--- src/rtl/fp32_to_bf16_rne_44.sv ---
`default_nettype none
// ============================================================================
// Module      : fp32_to_bf16_rne_44
// Description : Two-stage FP32 -> BF16 narrowing converter, round-to-nearest-
//               even, IEEE flags per result, saturating inexact counter.
// Revision    : 1.0 - initial release
// ============================================================================
module fp32_to_bf16_rne_44 #(
    parameter int FTZ   = 0,
    parameter int CNT_W = 16
) (
    input  logic             clk_44,
    input  logic             rst_n_44,
    input  logic             in_valid_44,
    output logic             in_ready_44,
    input  logic [31:0]      in_data_44,
    output logic             out_valid_44,
    input  logic             out_ready_44,
    output logic [15:0]      out_data_44,
    output logic [3:0]       out_flags_44,
    input  logic             clr_cnt_44,
    output logic [CNT_W-1:0] inex_cnt_44
);

    localparam logic [CNT_W-1:0] c_cnt_max = '1;
    localparam logic [7:0]       c_exp_max = 8'hFF;

    // ------------------------------------------------------------------
    // Operand decode
    // ------------------------------------------------------------------
    logic        w_sign;
    logic [7:0]  w_exp;
    logic [22:0] w_man;
    logic        w_exp_max;
    logic        w_exp_zero;
    logic        w_man_zero;
    logic        w_lsb;
    logic        w_grd;
    logic        w_stk;
    logic        w_up;
    logic        w_nx;
    logic        w_flush;

    assign w_sign     = in_data_44[31];
    assign w_exp      = in_data_44[30:23];
    assign w_man      = in_data_44[22:0];
    assign w_exp_max  = (w_exp == c_exp_max);
    assign w_exp_zero = (w_exp == 8'h00);
    assign w_man_zero = (w_man == 23'h0);
    assign w_lsb      = w_man[16];
    assign w_grd      = w_man[15];
    assign w_stk      = |w_man[14:0];
    assign w_up       = w_grd & (w_stk | w_lsb);
    assign w_nx       = w_grd | w_stk;

    generate
        if (FTZ != 0) begin : g_ftz
            assign w_flush = w_exp_zero & ~w_man_zero;
        end else begin : g_no_ftz
            assign w_flush = 1'b0;
        end
    endgenerate

    // ------------------------------------------------------------------
    // S1 next-state: finite operands keep {e, m[22:16]} plus a round-up bit;
    // specials carry their final payload and bypass the rounding checks.
    // ------------------------------------------------------------------
    logic [14:0] w_s1_body;
    logic        w_s1_up;
    logic        w_s1_fin;
    logic [3:0]  w_s1_flags;

    always_comb begin
        w_s1_body  = {w_exp, w_man[22:16]};
        w_s1_up    = w_up;
        w_s1_fin   = 1'b1;
        w_s1_flags = {3'b000, w_nx};
        if (w_exp_max) begin
            w_s1_fin = 1'b0;
            w_s1_up  = 1'b0;
            if (w_man_zero) begin
                w_s1_body  = {c_exp_max, 7'h00};
                w_s1_flags = 4'h0;
            end else begin
                // NaNs are always returned quiet; nv marks a signaling input
                w_s1_body  = {c_exp_max, 1'b1, w_man[21:16]};
                w_s1_flags = {~w_man[22], 3'b000};
            end
        end else if (w_flush) begin
            w_s1_fin   = 1'b0;
            w_s1_up    = 1'b0;
            w_s1_body  = 15'h0;
            w_s1_flags = 4'b0011;
        end
    end

    // ------------------------------------------------------------------
    // Handshake
    // ------------------------------------------------------------------
    logic        r_s1_valid;
    logic        r_s1_sign;
    logic [14:0] r_s1_body;
    logic        r_s1_up;
    logic        r_s1_fin;
    logic [3:0]  r_s1_flags;
    logic        r_s2_valid;
    logic [15:0] r_s2_data;
    logic [3:0]  r_s2_flags;
    logic        w_adv;
    logic        w_s1_load;
    logic        w_out_xfer;

    assign w_adv       = ~r_s2_valid | out_ready_44;
    assign in_ready_44 = ~r_s1_valid | w_adv;
    // An empty S1 may always fill, even while S2 is stalled
    assign w_s1_load   = w_adv | ~r_s1_valid;
    assign w_out_xfer  = r_s2_valid & out_ready_44;

    always_ff @(posedge clk_44 or negedge rst_n_44) begin
        if (!rst_n_44) begin
            r_s1_valid <= 1'b0;
            r_s1_sign  <= 1'b0;
            r_s1_body  <= 15'h0;
            r_s1_up    <= 1'b0;
            r_s1_fin   <= 1'b0;
            r_s1_flags <= 4'h0;
        end else if (w_s1_load) begin
            r_s1_valid <= in_valid_44;
            if (in_valid_44) begin
                r_s1_sign  <= w_sign;
                r_s1_body  <= w_s1_body;
                r_s1_up    <= w_s1_up;
                r_s1_fin   <= w_s1_fin;
                r_s1_flags <= w_s1_flags;
            end
        end
    end

    // ------------------------------------------------------------------
    // S2 next-state: 15-bit increment on {e, f}; a mantissa carry ripples
    // into the exponent. The largest finite exponent is FE, so the sum
    // never exceeds {FF, 00}.
    // ------------------------------------------------------------------
    logic [14:0] w_sum;
    logic        w_ovf;
    logic [15:0] w_s2_data;
    logic [3:0]  w_s2_flags;

    assign w_sum = r_s1_body + {14'h0, r_s1_up};
    assign w_ovf = r_s1_fin & (w_sum[14:7] == c_exp_max);

    always_comb begin
        w_s2_data  = {r_s1_sign, w_sum};
        w_s2_flags = r_s1_flags;
        if (w_ovf) begin
            w_s2_data  = {r_s1_sign, c_exp_max, 7'h00};
            w_s2_flags = 4'b0101;
        end else if (r_s1_fin) begin
            w_s2_flags[1] = r_s1_flags[0] & (w_sum[14:7] == 8'h00);
        end
    end

    always_ff @(posedge clk_44 or negedge rst_n_44) begin
        if (!rst_n_44) begin
            r_s2_valid <= 1'b0;
            r_s2_data  <= 16'h0;
            r_s2_flags <= 4'h0;
        end else if (w_adv) begin
            r_s2_valid <= r_s1_valid;
            if (r_s1_valid) begin
                r_s2_data  <= w_s2_data;
                r_s2_flags <= w_s2_flags;
            end
        end
    end

    assign out_valid_44 = r_s2_valid;
    assign out_data_44  = r_s2_data;
    assign out_flags_44 = r_s2_flags;

    // ------------------------------------------------------------------
    // Inexact counter: clear has priority over a same-cycle increment
    // ------------------------------------------------------------------
    logic [CNT_W-1:0] r_cnt;

    always_ff @(posedge clk_44 or negedge rst_n_44) begin
        if (!rst_n_44) begin
            r_cnt <= '0;
        end else if (clr_cnt_44) begin
            r_cnt <= '0;
        end else if (w_out_xfer && r_s2_flags[0] && (r_cnt != c_cnt_max)) begin
            r_cnt <= r_cnt + 1'b1;
        end
    end

    assign inex_cnt_44 = r_cnt;

endmodule
`default_nettype wire

--- config.mk ---
export PLATFORM = sky130hd
export DESIGN_NAME = fp32_to_bf16_rne_44
export DESIGN_NICKNAME = d
export VERILOG_FILES = /design/src/rtl/fp32_to_bf16_rne_44.sv
export SDC_FILE = /design/constraint.sdc
export NUM_CORES = 1
export LEC_CHECK = 0
export CAP_MARGIN = 20
export CELL_PAD_IN_SITES_DETAIL_PLACEMENT = 1
export CELL_PAD_IN_SITES_GLOBAL_PLACEMENT = 2
export CORE_ASPECT_RATIO = 0.7
export CORE_MARGIN = 3
export CORE_UTILIZATION = 33
export CTS_BUF_LIST = sky130_fd_sc_hd__clkbuf_16
export CTS_CLUSTER_DIAMETER = 150
export CTS_CLUSTER_SIZE = 12
export DETAILED_ROUTE_END_ITERATION = 7
export PLACE_DENSITY = 0.95
export SLEW_MARGIN = 0
export SYNTH_ARGS = -nofsm -noshare
export SYNTH_HDL_FRONTEND = slang
export SYNTH_SLANG_ARGS = --single-unit
export TNS_END_PERCENT = 1
--- constraint.sdc ---
create_clock -name clk_44 -period 6.25 [get_ports clk_44]
set_clock_uncertainty 0.1 [all_clocks]
set_input_delay 0.625 -clock clk_44 [delete_from_list [all_inputs] [get_ports clk_44]]
set_output_delay 0.625 -clock clk_44 [all_outputs]
set_load 0.005 [all_outputs]
==> results.json, run 1 <==
{
  "status": "finished, final reports clean",
  "core-area_um2": 8620,
  "yosysTopAreaCell": "dfrtp_1",
  "die-area_um2": 10200,
  "synth_edf_count": 0,
  "hpwl_mm": 6.28,
  "drtIter0Drc": 128,
  "async_reset_ff_share_pct": 100,
  "seq_area_frac_synth_pct": 48.7,
  "die_width_um": 120,
  "drv_cap": 0,
  "dp_cells": 472,
  "grt_use_total_pct": 17.7,
  "setup_violations": 0,
  "synth_xor_area_share_pct": 8.22,
  "wire_per_inst_um": 17.6,
  "fin_cells": 487,
  "synth_area_leaders": "dfrtp_1, mux2_2, xor2_1",
  "ctsResizeCount": 0,
  "period_share_pct": 42.6,
  "syn2layout_area_growth_pct": 36.7,
  "yosys.area_share.simple_pct": 22.5,
  "clkTransAtPathRegs_ps": 50,
  "synthAdderAreaFrac_pct": 1.26,
  "synth_top_area_share_pct": 48.7,
  "worstMarginPinSlew_ps": 896,
  "area.sequential_um2": 1450,
  "crit_path_start_kind": "flop",
  "ys_types": 50,
  "r2r_end": "out_flags_44[1]",
  "crit_path_end": "out_flags_44[1]",
  "end_kind": "flop",
  "hp-class": "input pin to async pin",
  "rr_worst_depth": 7,
  "rows": 28,
  "drc": 0,
  "cts_max_level": 3,
  "synthCells": 290,
  "grt_max_degree": 59,
  "synth_warnings": 0,
  "grt-ovfl-total": 0,
  "dieHeight_um": 85.5,
  "ios": 75,
  "synth_compound_area_share_pct": 10.5,
  "initial_core_util_pct": 34.6,
  "netlist_top_cells_count": "dfrtp_1, nor2_1, nand2_1",
  "wirelength_mm": 8.58,
  "syn_avg_cell_area_um2": 10.3,
  "grt_pass1_vias": 2710,
  "drv_slew": 0,
  "fin_nets": 403,
  "syn_nets": 330,
  "clk_latency_ps": 330,
  "vias_per_cell": 5.26,
  "p_leak_nw": 1.66,
  "cts_hold_buf": 0,
  "cp-startpoint": "r_s1_body[0]",
  "vias": 2563,
  "numCtsBuffers": 9,
  "fin_setup_tns_ps": 0,
  "synth_top_family_by_area": "simple AND/OR/NAND/NOR gates",
  "n_antenna_cell": 0,
  "clockRootBuffer": "clkbuf_16",
  "slew_headroom_pct": 40.1,
  "grt_first_pass_wirelength_mm": 14.3,
  "cts_setup_buffers": 0,
  "ys.flop_type": "dfrtp_1",
  "critical_path.max_fanout": 7,
  "timing.rr.start": "r_s1_body[0]",
  "arrival_ps": 2800,
  "rsz0062_at_grt": "false",
  "final.fill_count": 985,
  "synth.area.mux_share_pct": 7.09,
  "portBuffers": 74,
  "vdd_drop_max_v": 0.000129,
  "tritoncts": "done",
  "worstSetupPathType": "flop to flop",
  "yosysMostFrequentCell": "dfrtp_1",
  "cts.sinks": 58,
  "gp_congestion": 0.863,
  "min_period_ps": 2670,
  "multi_input_area_um2": 1480,
  "required_ps": 6380,
  "dr.pass1.iters": 4,
  "hold_viol_final": 0,
  "cts_buffer_depth": 2,
  "powerDensity_nw_per_um2": 272,
  "r2r_slack_ps": 3580,
  "synth-seq-cells": 58,
  "max_freq_mhz": 375,
  "antenna_found_initial": 0,
  "syn-cell-area_um2": 2980,
  "drive_gt1_share_pct": 11.2,
  "ant_nets": 0
}
## through the flow
| step | hold slack (ps) | utilization [%] | cell area (µm²) | power [W] | setup slack, ps |
|---|---|---|---|---|---|
| floorplan | 229 | - | 2980 | 0.000563 | 3830 |
| global placement | 372 | 44.4 | 3820 | 0.000684 | 3550 |
| detailed placement | 375 | 44.4 | 3820 | 0.000694 | 3450 |
| CTS | 385 | 47.3 | 4080 | 0.00112 | 3580 |
| global route | 409 | 47.3 | 4080 | 0.00117 | 3370 |
| finish | 356 | 47.3 | 4080 | 0.00111 | 3580 |
## state kept, by name, summed over array words and instances, names as in the netlist
register,cells
out_valid_44,1
r_s1_sign,1
r_s1_up,1
inex_cnt_44,16
r_s1_valid,1
r_s1_flags,2
r_s1_fin,1
out_flags_44,4
out_data_44,16
r_s1_body,15
## metal layers
metal  share of wire, %  global-route usage, %  up-vias
met3                5.2                   4.61        6
met5                  0                      0        -
met4               0.68                   5.20        0
li1                   -                      -     1203
met1                 49                   25.4     1292
met2                 45                   26.3       62
## placed cells by master, fill, tap and decap left out, types with 2 or more instances in the layout
cell type / count
and2_1: 2
a211oi_1: 3
a31oi_1: 2
nand4_1: 10
o21ai_0: 8
and3_1: 7
nor2_1: 33
xor2_1: 17
o31ai_1: 2
clkbuf_16: 9
and4_1: 4
clkinv_1: 2
nand4b_1: 2
clkdlybuf4s50_1: 73
mux2i_1: 2
o211ai_1: 4
mux2_2: 17
nor4_1: 8
nor3_1: 10
nand2b_1: 3
a21oi_1: 10
a21o_1: 4
inv_1: 2
nand2_1: 21
nand3_1: 11
o2111ai_1: 2
dfrtp_1: 58
nand3b_1: 2
clkinv_2: 3
xnor2_1: 11
ha_1: 3
## power by group
part	total, W	switching, W	leakage, nW	internal, W
Sequential	0.000478	0.0000553	0.726	0.000423
Combinational	0.000209	0.0000884	0.805	0.000121
Clock	0.000423	0.000164	0.131	0.000259
Total	0.00111	0.000308	1.66	0.000802
## kinds of logic (layout without fill, tap and decap cells)
logic type | after synthesis | after routing
multiplexers | 19 | 19
AO/OA/AOI/OAI | 44 | 44
XOR/XNOR | 28 | 28
adder cells (fa/ha/maj) | 3 | 3
buffers and inverters | 14 | 91
AND/OR/NAND/NOR | 124 | 124
flip-flops | 58 | 58
## final cells by class
| cell class | count | area share, % |
|---|---|---|
| inverter | 1 | 0.0921 |
| multi-input combinational | 218 | 36.2 |
| clock inverter | 6 | 0.645 |
| clock buffer | 9 | 5.52 |
| sequential | 58 | 35.6 |
| timing repair buffer | 75 | 18.2 |
| tap | 120 | 3.68 |
## worst max-delay path, cell delays in order, from the launching register on
cell and delay [ps]:
dfrtp_1 360, ha_1 260, ha_1 230, nand3_1 220
nor4_1 410, xnor2_1 180, or4b_2 610, o31ai_1 210
## worst min-delay path by stage
stage,end,slack [ps],cells after the start
floorplan,inex_cnt_44[0],230,0
global placement,out_data_44[13],370,1
detailed placement,out_flags_44[2],380,1
CTS,inex_cnt_44[13],390,2
global route,out_data_44[13],410,1
finish,inex_cnt_44[12],360,2
Power figures use the tool's default switching activity.
==> run 2: changes to the inputs <==
--- a/config.mk
+++ b/config.mk
@@ -10,12 +10,12 @@
 export CELL_PAD_IN_SITES_GLOBAL_PLACEMENT = 2
 export CORE_ASPECT_RATIO = 0.7
 export CORE_MARGIN = 3
-export CORE_UTILIZATION = 33
+export CORE_UTILIZATION = 27
 export CTS_BUF_LIST = sky130_fd_sc_hd__clkbuf_16
 export CTS_CLUSTER_DIAMETER = 150
 export CTS_CLUSTER_SIZE = 12
 export DETAILED_ROUTE_END_ITERATION = 7
-export PLACE_DENSITY = 0.95
+export PLACE_DENSITY = 0.86
 export SLEW_MARGIN = 0
 export SYNTH_ARGS = -nofsm -noshare
 export SYNTH_HDL_FRONTEND = slang
==> constraint.sdc (replaced) <==
create_clock -name clk_44 -period 2.1 [get_ports clk_44]
set_clock_uncertainty 0.1 [all_clocks]
set_input_delay 0.21 -clock clk_44 [delete_from_list [all_inputs] [get_ports clk_44]]
set_output_delay 0.21 -clock clk_44 [all_outputs]
set_load 0.005 [all_outputs]
==> run 2 against run 1 <==
Net effect: the flow now finishes with violations (negative setup slack); critical endpoint unchanged; maximum frequency up 18%; highest routed layer unchanged; critical path depth down 1; register-to-register slack lost 3700 ps; die area up 21%; sequential cell count unchanged; clock-buffer cell count unchanged; sequential share of layout area decreased by 4.0 points; worst setup slack got worse by 3700 ps; first-iteration DRC count fell by 10%.
==> results.json, run 2 (synthesized netlist as in run 1, its figures left out) <==
{
  "die_width_um": 132,
  "timing.rr.start": "r_s1_body[0]",
  "hpwl_mm": 7.51,
  "met1Wirelength_mm": 4.84,
  "drv_slew": 0,
  "ant_nets": 0,
  "cp-startpoint": "r_s1_body[0]",
  "power_switching_w": 0.000982,
  "fin_setup_tns_ps": -1670,
  "sw_frac_of_total_pct": 25.5,
  "max_freq_mhz": 441,
  "p_int_w": 0.00287,
  "wire_per_inst_um": 17.7,
  "vdd_drop_max_v": 0.000405,
  "highest_layer": "met4",
  "final.fill_count": 1183,
  "cts_buffer_depth": 2,
  "crit_path_top_delay_cell": "or4b_4",
  "dieHeight_um": 93.9,
  "critical_path.max_fanout": 3,
  "multi_input_area_um2": 1550,
  "powerDensity_nw_per_um2": 840,
  "dp_cells": 535,
  "grt-ovfl-total": 0,
  "drv_cap": 0,
  "dr.pass1.iters": 4,
  "pwr-share-clk_pct": 42.6,
  "antenna_found_initial": 0,
  "grt_first_pass_wirelength_mm": 15.6,
  "r2r_slack_ps": -170,
  "vias": 2747,
  "n_antenna_cell": 0,
  "crit_path_end": "out_flags_44[1]",
  "fin_nets": 441,
  "grt_pass1_vias": 2872,
  "rr_worst_depth": 6,
  "worstMarginPinSlew_ps": 637,
  "violations": "negative setup slack",
  "fin_cells": 554,
  "cts.sinks": 58,
  "arrival_ps": 2400,
  "core-area_um2": 10600,
  "vias_per_cell": 4.96,
  "hold_viol_final": 0,
  "r2r_end": "out_flags_44[1]",
  "drive_gt1_share_pct": 21.7,
  "grt_use_total_pct": 16.1,
  "pwr-share-comb_pct": 22.1,
  "wirelength_mm": 9.82,
  "min_period_ps": 2270,
  "end_kind": "flop",
  "cts_max_level": 3,
  "seqPwrFrac_pct": 35.3,
  "post-route-util_pct": 43.5,
  "period_share_pct": 108,
  "status": "complete, but fails checks",
  "p_leak_nw": 1.91,
  "hp-class": "input pin to async pin",
  "worstSetupPathType": "flop to flop",
  "worst_slack_ps": -165,
  "finalHoldWorstSlack_ps": 346,
  "die-area_um2": 12400,
  "clkTransAtPathRegs_ps": 50,
  "dpl_worst_slack_ps": -220,
  "rows": 31,
  "gp_congestion": 0.923,
  "rsz0062_at_grt": "true",
  "slew_headroom_pct": 57.5,
  "final_cell_mix": "clkdlybuf4s50_1, dfrtp_1, buf_4",
  "initial_core_util_pct": 28.3,
  "numCtsBuffers": 9,
  "required_ps": 2230,
  "drc": 0,
  "wl_met2_mm": 4.35,
  "setup_violations": 11,
  "drtIter0Drc": 115,
  "clockRootBuffer": "clkbuf_16",
  "tritoncts": "done",
  "grt_max_degree": 34,
  "met3_length_um": 502,
  "ios": 75,
  "clk_latency_ps": 320,
  "max_stage_delay_ps": 540,
  "area.sequential_um2": 1450,
  "crit_path_start_kind": "flop",
  "layout.cells.most_common": "clkdlybuf4s50_1",
  "syn2layout_area_growth_pct": 53.9,
  "crit_chain": "ha_4 > nand4_4 > or4_4 > xnor2_2 > or4b_4 > o31ai_2",
  "portBuffers": 74
}
## run 2: cell count changes in the layout (fill, tap and decap cells not counted), moves of 2 or more
cell and change:
nor4_1 -2, buf_12 +3, ha_1 -2, bufinv_16 +3
buf_4 +34
## run 2: worst min path at each step
stage                from               to  cells after the start
2_1_floorplan    rst_n_44   inex_cnt_44[0]                      0
3_3_place_gp     rst_n_44  inex_cnt_44[12]                      1
3_5_place_dp     rst_n_44  inex_cnt_44[12]                      1
4_1_cts          rst_n_44  inex_cnt_44[12]                      2
5_1_grt        r_s1_valid     out_valid_44                      2
6_report         rst_n_44  inex_cnt_44[12]                      2
## run 2: power by group through the flow
stage | combinational (W) | clock [W] | sequential (W)
final | 0.000851 | 0.00164 | 0.00136
after floorplan | 0.000310 | 0 | 0.00138
after global placement | 0.000799 | 0 | 0.00137
after detailed placement | 0.000828 | 0 | 0.00138
after CTS | 0.000845 | 0.00168 | 0.00136
after global routing | 0.000923 | 0.00173 | 0.00138
## run 2: layout make-up
| class | instances | share of cell area [%] |
|---|---|---|
| repair buffers | 113 | 23.3 |
| multi-input cells | 218 | 33.7 |
| clock buffers | 9 | 4.91 |
| flip-flops and latches | 58 | 31.6 |
| clock inverters | 7 | 2.35 |
| well taps | 148 | 4.04 |
| inverters | 1 | 0.0818 |
## run 2: timing repair
action,4_1_cts,5_1_grt
gates resized for setup,0,6
hold buffers,1,0
cloned,0,0
pin swaps,3,1
buffers inserted,2,0
endpoints found under the hold margin,25,0
endpoints found under the setup margin,11,11
## run 2: routing by layer
layer | GRT usage (%) | up-vias
met5 | 0 | -
met3 | 4.12 | 9
li1 | - | 1283
met4 | 5.51 | 0
met2 | 24.2 | 78
met1 | 22.6 | 1377
## run 2: through the flow
step                      power [W]  cell area [µm²]
after floorplan             0.00169             3020
after global placement      0.00217             4200
after detailed placement    0.00221             4200
after CTS                   0.00389             4560
after global routing        0.00403             4590
final                       0.00386             4590
## run 2: worst max-delay path, delay by kind of cell (launching register included)
family,cells,cell delay [ps]
simple gates,3,1120
flops,1,400
compound gates,1,210
fa+ha+maj,1,180
xor+xnor,1,170
==> run 3: changes to the inputs <==
--- a/config.mk
+++ b/config.mk
@@ -15,7 +15,9 @@
 export CTS_CLUSTER_DIAMETER = 150
 export CTS_CLUSTER_SIZE = 12
 export DETAILED_ROUTE_END_ITERATION = 7
+export GPL_ROUTABILITY_DRIVEN = 0
 export PLACE_DENSITY = 0.86
+export SETUP_SLACK_MARGIN = 0.4
 export SLEW_MARGIN = 0
 export SYNTH_ARGS = -nofsm -noshare
 export SYNTH_HDL_FRONTEND = slang
==> run 3 against run 2 <==
Net effect: the run still ends with negative setup slack left; highest routed layer unchanged; register-to-register slack about the same; via count up 1.5%; largest power group unchanged; sequential cell count unchanged; critical path type unchanged; utilization up 1.0 points; worst setup slack worse by 8.5 ps; routed wire length up 2.6%; cell area up 2.3%; sequential share of layout area down 0.67 points.
==> results.json, run 3 (synthesized netlist as in run 1, its figures left out) <==
{
  "arrival_ps": 2410,
  "period_share_pct": 108,
  "worstMarginPinSlew_ps": 649,
  "hpwl_mm": 7.51,
  "drv_cap": 0,
  "rows": 31,
  "ant_nets": 0,
  "die_width_um": 132,
  "pwr-share-comb_pct": 22.3,
  "end_kind": "flop",
  "p_leak_nw": 1.91,
  "sw_frac_of_total_pct": 25.8,
  "fin_nets": 441,
  "seqPwrFrac_pct": 35.1,
  "vias_per_cell": 5.03,
  "drive_gt1_share_pct": 28.1,
  "grt_first_pass_wirelength_mm": 15.8,
  "drtIter0Drc": 101,
  "powerDensity_nw_per_um2": 826,
  "cts_max_level": 3,
  "core-area_um2": 10600,
  "worst_slack_ps": -174,
  "max_freq_mhz": 440,
  "fin_setup_tns_ps": -1740,
  "clk_latency_ps": 330,
  "dp_cells": 535,
  "initial_core_util_pct": 28.3,
  "crit_path_start_kind": "flop",
  "cts_buffer_depth": 2,
  "portBuffers": 74,
  "grt_pass1_vias": 2937,
  "n_antenna_cell": 0,
  "syn2layout_area_growth_pct": 57.5,
  "ios": 75,
  "wirelength_mm": 10.1,
  "slew_headroom_pct": 56.7,
  "drc": 0,
  "antenna_found_initial": 0,
  "pwr-share-clk_pct": 42.6,
  "fin_cells": 554,
  "dr.pass1.iters": 4,
  "violations": "negative setup slack",
  "vias": 2787,
  "min_period_ps": 2270,
  "numCtsBuffers": 9,
  "p_int_w": 0.00288,
  "final_cell_mix": "clkdlybuf4s50_1, dfrtp_1, buf_4",
  "grt-ovfl-total": 0,
  "cts.sinks": 58,
  "rsz0062_at_grt": "true",
  "vdd_drop_max_v": 0.000413,
  "clkTransAtPathRegs_ps": 50,
  "worstSetupPathType": "flop to flop",
  "die-area_um2": 12400,
  "clockRootBuffer": "clkbuf_16",
  "drv_slew": 0,
  "status": "complete, but fails checks",
  "power_w": 0.00388,
  "tritoncts": "done",
  "dieHeight_um": 93.9,
  "setup_violations": 11,
  "hold_viol_final": 0,
  "required_ps": 2240,
  "wire_per_inst_um": 18.2,
  "grt_max_degree": 34,
  "layout.cells.most_common": "clkdlybuf4s50_1",
  "hp-class": "input pin to async pin",
  "power_switching_w": 0.00100,
  "critical_path.max_fanout": 3,
  "grt_use_total_pct": 16.3
}
## run 3: cell count changes in the layout (fill, tap and decap cells not counted), moves of 3 or more
cell	before	now
o21ai_0	8	5
nor3_2	0	5
o21ai_2	0	3
nor3_1	10	5
and4_1	4	0
## run 3: what timing repair did
action,4_1_cts,5_1_grt
pin swaps,20,11
buffers inserted,2,0
endpoints found under the hold margin,25,0
hold buffers,1,0
cloned,0,0
endpoints found under the setup margin,34,55
gates resized for setup,23,17
## run 3: worst max-delay path, cell delays in order, from the launching register on
cell and delay, ps:
dfrtp_1 400, ha_4 180, nand4_4 110, or4_4 470
xnor2_2 170, or4b_4 540, o31ai_2 210
## run 3: metal layers
layer  GRT usage (%)  wire length [µm]  up-vias
met2            24.8              4520       73
met1            22.6              4980     1426
met4            5.51                78        0
li1                -                 -     1284
met5               0                 0        -
met3            4.12               498        4
## run 3: cell type report
type | count | area [µm²]
Clock buffer | 9 | 225
Clock inverter | 7 | 108
Fill cell | 1178 | 5850
Inverter | 1 | 3.75
Multi-Input combinational cell | 218 | 1640
Sequential cell | 58 | 1450
Tap cell | 148 | 185
Timing Repair Buffer | 113 | 1080
## run 3: power by group through the flow
stage               logic, W  registers [W]  clock network [W]
CTS                 0.000856        0.00136            0.00168
detailed placement  0.000828        0.00138                  0
global placement    0.000799        0.00137                  0
finish              0.000865        0.00136            0.00165
floorplan           0.000310        0.00138                  0
global route        0.000937        0.00138            0.00173
## run 3: path summary, 6_finish.rpt
kind,from,to,slack (ps),cells past startpoint
hold / removal,rst_n_44,inex_cnt_44[12],340,2
hold reg to reg,r_s1_valid,out_valid_44,380,2
setup reg to reg,r_s1_body[0],out_flags_44[1],-170,6
min in group clk_44,r_s1_valid,out_valid_44,380,2
setup / recovery,r_s1_body[0],out_flags_44[1],-170,6
max in group asynchronous,rst_n_44,r_s1_body[14],940,3
## run 3: per-stage QoR
step | setup WS (ps) | hold slack [ps] | utilization, % | instance area, µm²
after floorplan | -97.7 | -186 | - | 3020
after global placement | -106 | 163 | 39.8 | 4200
after detailed placement | -220 | 176 | 39.8 | 4200
after CTS | -192 | 365 | 43.9 | 4630
after global routing | -282 | 412 | 44.5 | 4700
final | -174 | 345 | 44.5 | 4700
